[config.mk]
export PLATFORM = sky130hd
export DESIGN_NAME = univ_shift_reg_burst_flat
export DESIGN_NICKNAME = d
export VERILOG_FILES = /design/src/rtl/univ_shift_reg_burst_if.sv /design/src/rtl/univ_shift_reg_burst.sv /design/src/flat_wrapper.sv
export SDC_FILE = /design/constraint.sdc
export NUM_CORES = 1
export LEC_CHECK = 0
export ABC_AREA = 1
export BUFFER_PORTS_ARGS = -buffer_cell sky130_fd_sc_hd__buf_4
export CAP_MARGIN = 40
export CORE_MARGIN = 2
export CORE_UTILIZATION = 50
export CTS_CLUSTER_SIZE = 14
export DETAILED_ROUTE_END_ITERATION = 10
export PLACE_DENSITY = 0.74
export RECOVER_POWER = 25
export SYNTH_ARGS = -nofsm -noshare
export SYNTH_HDL_FRONTEND = slang
export SYNTH_SLANG_ARGS = --single-unit
[constraint.sdc]
create_clock -name clk -period 1.7 [get_ports clk]
set_input_delay 0.34 -clock clk [delete_from_list [all_inputs] [get_ports clk]]
set_output_delay 0.34 -clock clk [all_outputs]
set_load 0.1 [all_outputs]
[src/rtl/univ_shift_reg_burst_if.sv]
// univ_shift_reg_burst_if
// Bundles the operation controls and the register outputs of the universal
// shift register core. clk and rst_n are not part of the bundle.
//   ena        : clock enable
//   mode       : operation select (3 bits)
//   d          : parallel load data
//   s_in       : serial fill bit for logical shifts
//   shamt      : burst step count
//   start      : burst request
//   q          : register contents
//   s_out_msb  : q[WIDTH-1]
//   s_out_lsb  : q[0]
//   busy       : burst in progress
//   done       : one-cycle burst completion pulse
// master drives the controls and observes the outputs; slave is the core.
interface univ_shift_reg_burst_if #(
    parameter int WIDTH = 8,
    parameter int SHW   = $clog2(WIDTH) + 1
);
    logic             ena;
    logic [2:0]       mode;
    logic [WIDTH-1:0] d;
    logic             s_in;
    logic [SHW-1:0]   shamt;
    logic             start;
    logic [WIDTH-1:0] q;
    logic             s_out_msb;
    logic             s_out_lsb;
    logic             busy;
    logic             done;

    modport master (
        output ena, mode, d, s_in, shamt, start,
        input  q, s_out_msb, s_out_lsb, busy, done
    );

    modport slave (
        input  ena, mode, d, s_in, shamt, start,
        output q, s_out_msb, s_out_lsb, busy, done
    );
endinterface

[src/rtl/univ_shift_reg_burst.sv]
// univ_shift_reg_burst
// Universal WIDTH-bit shift register (hold, shift left/right, load, rotate
// left/right, arithmetic shift right) with a burst engine: one accepted
// start performs shamt consecutive steps of the latched shift mode, with a
// busy flag while running and a one-cycle done pulse on completion.
// Ports:
//   clk    : system clock, rising edge
//   rst_n  : synchronous reset, ACTIVE-HIGH despite its name
//   bus    : univ_shift_reg_burst_if.slave (controls in, register state out)
module univ_shift_reg_burst #(
    parameter int WIDTH = 8,
    parameter int SHW   = $clog2(WIDTH) + 1
) (
    input  logic                  clk,
    input  logic                  rst_n,
    univ_shift_reg_burst_if.slave bus
);

    typedef enum logic {
        IDLE = 1'b0,
        RUN  = 1'b1
    } state_t;

    state_t           state, state_nxt;
    logic [WIDTH-1:0] q_reg, q_nxt;
    logic [SHW-1:0]   cnt, cnt_nxt;
    logic [2:0]       lmode, lmode_nxt;
    logic             done_reg, done_nxt;

    // One step of the selected operation applied to the current contents.
    function automatic logic [WIDTH-1:0] step_op(
        input logic [2:0]       op,
        input logic [WIDTH-1:0] cur,
        input logic [WIDTH-1:0] ld,
        input logic             fill
    );
        logic [WIDTH-1:0] res;
        case (op)
            3'b001:  res = {cur[WIDTH-2:0], fill};
            3'b010:  res = ld;
            3'b011:  res = {fill, cur[WIDTH-1:1]};
            3'b100:  res = {cur[WIDTH-2:0], cur[WIDTH-1]};
            3'b101:  res = {cur[0], cur[WIDTH-1:1]};
            3'b110:  res = {cur[WIDTH-1], cur[WIDTH-1:1]};
            default: res = cur;
        endcase
        return res;
    endfunction

    // Modes eligible for a burst; hold, load and reserved run as single ops.
    function automatic logic is_shift(input logic [2:0] op);
        return (op == 3'b001) || (op == 3'b011) || (op == 3'b100) ||
               (op == 3'b101) || (op == 3'b110);
    endfunction

    always_comb begin
        state_nxt = state;
        q_nxt     = q_reg;
        cnt_nxt   = cnt;
        lmode_nxt = lmode;
        done_nxt  = 1'b0;
        case (state)
            IDLE: begin
                if (bus.start && is_shift(bus.mode)) begin
                    // The accepting edge only latches the burst; q moves
                    // from the next enabled edge on.
                    if (bus.shamt != '0) begin
                        state_nxt = RUN;
                        cnt_nxt   = bus.shamt;
                        lmode_nxt = bus.mode;
                    end else begin
                        done_nxt = 1'b1;
                    end
                end else begin
                    q_nxt = step_op(bus.mode, q_reg, bus.d, bus.s_in);
                end
            end
            RUN: begin
                // s_in is still live for logical shifts during a burst.
                q_nxt   = step_op(lmode, q_reg, bus.d, bus.s_in);
                cnt_nxt = cnt - 1'b1;
                if (cnt == SHW'(1)) begin
                    state_nxt = IDLE;
                    done_nxt  = 1'b1;
                end
            end
            default: state_nxt = IDLE;
        endcase
    end

    always_ff @(posedge clk) begin
        if (rst_n) begin
            state    <= IDLE;
            q_reg    <= '0;
            cnt      <= '0;
            lmode    <= 3'b000;
            done_reg <= 1'b0;
        end else if (bus.ena) begin
            state    <= state_nxt;
            q_reg    <= q_nxt;
            cnt      <= cnt_nxt;
            lmode    <= lmode_nxt;
            done_reg <= done_nxt;
        end
    end

    assign bus.q         = q_reg;
    assign bus.s_out_msb = q_reg[WIDTH-1];
    assign bus.s_out_lsb = q_reg[0];
    assign bus.busy      = (state == RUN);
    assign bus.done      = done_reg;

endmodule

[src/flat_wrapper.sv]
// flat-port wrapper written by rule: the top's interface ports become plain ports
module univ_shift_reg_burst_flat 
#(
    parameter int WIDTH = 8,
    parameter int SHW   = $clog2(WIDTH) + 1
)
  (clk, rst_n, bus_ena, bus_mode, bus_d, bus_s_in, bus_shamt, bus_start, bus_q, bus_s_out_msb, bus_s_out_lsb, bus_busy, bus_done);
  univ_shift_reg_burst_if #(.WIDTH(WIDTH), .SHW(SHW)) bus_i ();
  input  logic clk;
  input  logic rst_n;
  input wire logic [$bits(bus_i.ena)-1:0] bus_ena;
  input wire logic [$bits(bus_i.mode)-1:0] bus_mode;
  input wire logic [$bits(bus_i.d)-1:0] bus_d;
  input wire logic [$bits(bus_i.s_in)-1:0] bus_s_in;
  input wire logic [$bits(bus_i.shamt)-1:0] bus_shamt;
  input wire logic [$bits(bus_i.start)-1:0] bus_start;
  output wire logic [$bits(bus_i.q)-1:0] bus_q;
  output wire logic [$bits(bus_i.s_out_msb)-1:0] bus_s_out_msb;
  output wire logic [$bits(bus_i.s_out_lsb)-1:0] bus_s_out_lsb;
  output wire logic [$bits(bus_i.busy)-1:0] bus_busy;
  output wire logic [$bits(bus_i.done)-1:0] bus_done;
  assign bus_i.ena = bus_ena;
  assign bus_i.mode = bus_mode;
  assign bus_i.d = bus_d;
  assign bus_i.s_in = bus_s_in;
  assign bus_i.shamt = bus_shamt;
  assign bus_i.start = bus_start;
  assign bus_q = bus_i.q;
  assign bus_s_out_msb = bus_i.s_out_msb;
  assign bus_s_out_lsb = bus_i.s_out_lsb;
  assign bus_busy = bus_i.busy;
  assign bus_done = bus_i.done;
  univ_shift_reg_burst #(.WIDTH(WIDTH), .SHW(SHW)) u_core (.clk(clk), .rst_n(rst_n), .bus(bus_i));
endmodule
==> flow_summary.json <==
{
  "status": "complete, no violations",
  "cts_sinks": 17,
  "endpoint_kind": "primary output",
  "insertion_delay_ns": 0.30,
  "first_global_vias": 1723,
  "wl_per_cell_um": 13.3,
  "crit_arrival_ns": 1.19,
  "tritoncts": "done",
  "slew_viol_final": 0,
  "postCtsSetupBuffers": 0,
  "synth_ff_type": "dfxtp_1",
  "ys_warn_count": 0,
  "worst_hold_slack_ns": 0.259,
  "relSlewSlack_pct": 64.2,
  "cts-htree-levels": 1,
  "start_kind": "register",
  "synthTopCellsByArea": "dfxtp_1 21%, nand2_1 17%, nand4_1 12%",
  "vias": 1924,
  "syn-num-nets": 302,
  "cts_buffer_depth": 2,
  "cp.required_ns": 1.36,
  "cp_top_family": "flip-flops",
  "synth_top_area_share_pct": 20.5,
  "viasPerCell": 5.50,
  "netlist_area_um2": 1660,
  "finalNetCount": 329,
  "globalplace.congestion": 0.870,
  "ys_seq_elements": 17,
  "crit_path_cell_trace": "buf_4",
  "synth_edf_count": 0,
  "cts_buffers": 3,
  "cp_max_fo": 8,
  "drc": 0,
  "grt_pass1_wl_mm": 7.70,
  "setup_viol": 0,
  "place_ws_ns": 0.0514,
  "final_common_cell": "nand2_1",
  "fmax_mhz": 653,
  "synthCells": 280,
  "die_w_um": 61.6,
  "firstDrtPassIters": 4,
  "synth_top_area_cell": "dfxtp_1",
  "cts_root_buffer": "clkbuf_4",
  "drt_iter0_markers": 236,
  "cp.buffers_inverters": 1,
  "multi_input_area_um2": 1130,
  "hpwl_mm": 3.52,
  "critPathKind": "register to primary output",
  "ioPinCount": 32,
  "num_antenna_cells": 0,
  "cellLeakagePower_nw": 0.906,
  "finalHoldViolCount": 0,
  "start_util_pct": 53.4,
  "core_area_um2": 3100,
  "ys_async_sr_fraction_pct": 0,
  "rows": 20,
  "largest_register_ffs": 8,
  "layout-drive-gt1-share_pct": 22.9,
  "clock_skew_ns": 0.00732,
  "period_needed_ns": 1.53,
  "finalPower_w": 0.00122,
  "wirelength_mm": 4.64,
  "maxCapViolCount": 0,
  "power_density_nw_per_um2": 627,
  "ys_seq_area_share_pct": 20.5,
  "layout_common_cells": "75 x nand2_1, 37 x buf_4, 31 x nand4_1, 30 x o21ai_0, 27 x nand3_1",
  "port_buffers": 31,
  "rsz0062_at_grt": "false",
  "finalCritPeriodShare_pct": 90.1,
  "critPathSlowestCell": "dfxtp_1",
  "min-delay-path-class": "input pin to register",
  "fin_ws_ns": 0.168,
  "worstMarginPinSlew_ns": 0.539,
  "fin_util_pct": 62.5,
  "die_height_um": 61.6,
  "fill_cells": 331,
  "antenna_found_initial": 0,
  "die-area_um2": 3790,
  "clk_pin_slew_ns": 0.10,
  "ys_types": 24,
  "ant_nets": 0,
  "tns_ns": 0,
  "seqCellArea_um2": 350,
  "area_delta_synth_final_pct": 17.0,
  "overflow": 0,
  "cp_slowest_stage_delay_ns": 0.53,
  "ir_drop_mv": 0.384,
  "grt_max_degree": 17,
  "track_usage_pct": 27.0,
  "syn_area_per_cell_um2": 5.92
}
-- through the flow --
stage	cell area, um2	std cells
2_1_floorplan	1670	280
3_3_place_gp	1920	346
3_5_place_dp	1920	346
4_1_cts	1950	350
5_1_grt	1940	350
6_report	1940	350
-- cells in the mapped netlist (all sizes together) (2+ instances only) --
cell     n
ha       2
nand4   31
o21ai   32
nand2   80
nand3   30
inv     24
dfxtp   17
nor2    24
a21oi   22
clkbuf   7
buf      9
-- worst register-to-register path: cells and delay by family (launching register included) --
family                 cells  cell delay (ns)
buffers and inverters      1             0.22
DFF                        1             0.46
and+or+nand+nor            9             0.74
-- logic make-up (layout without fill, tap and decap cells) --
group,after synthesis,count (layout),share of synthesized area [%]
AO/OA/AOI/OAI,54,54,17.0
flip-flops,17,17,20.5
AND/OR/NAND/NOR,167,167,50.4
buffers and inverters,40,66,10.6
adder cells (fa/ha/maj),2,2,1.51
-- layer usage --
| metal | vias to the layer above | track usage [%] | routed length [um] |
|---|---|---|---|
| li1 | 1008 | - | - |
| met1 | 858 | 37.4 | 2190 |
| met2 | 54 | 43.6 | 2160 |
| met3 | 4 | 4.41 | 258 |
| met4 | 0 | 6.99 | 29 |
| met5 | - | 0 | 0 |
-- power breakdown --
part           switching [W]  leakage, nW  total (W)  internal (W)
combinational       0.000362        0.749   0.000517      0.000155
sequential         0.0000439        0.142   0.000471      0.000427
clock               0.000137       0.0150   0.000228     0.0000915
-- worst paths after layout --
kind	start	to	slack (ns)	depth (start not counted)
hold / removal	rst_n	u_core.bus.q[4]	0.26	2
setup reg to reg	u_core.lmode[0]	u_core.bus.q[0]	0.18	10
setup / recovery	u_core.bus.q[6]	bus_q[6]	0.17	1
hold reg to reg	u_core.cnt[2]	u_core.cnt[2]	0.52	2
-- timing repair --
item / CTS / global route
hold buffers: 0 / 0
endpoints found under the setup margin: 0 / 7
resized for setup: 0 / 2
-- final cells by class --
cell class / instances / share of cell area [%]
multi-input cells: 223 / 58.5
flip-flops and latches: 17 / 18.1
inverters: 24 / 4.65
well taps: 44 / 2.84
clock buffers: 4 / 1.35
repair buffers: 38 / 14.6
No activity file was read; power rests on OpenSTA's default activity.
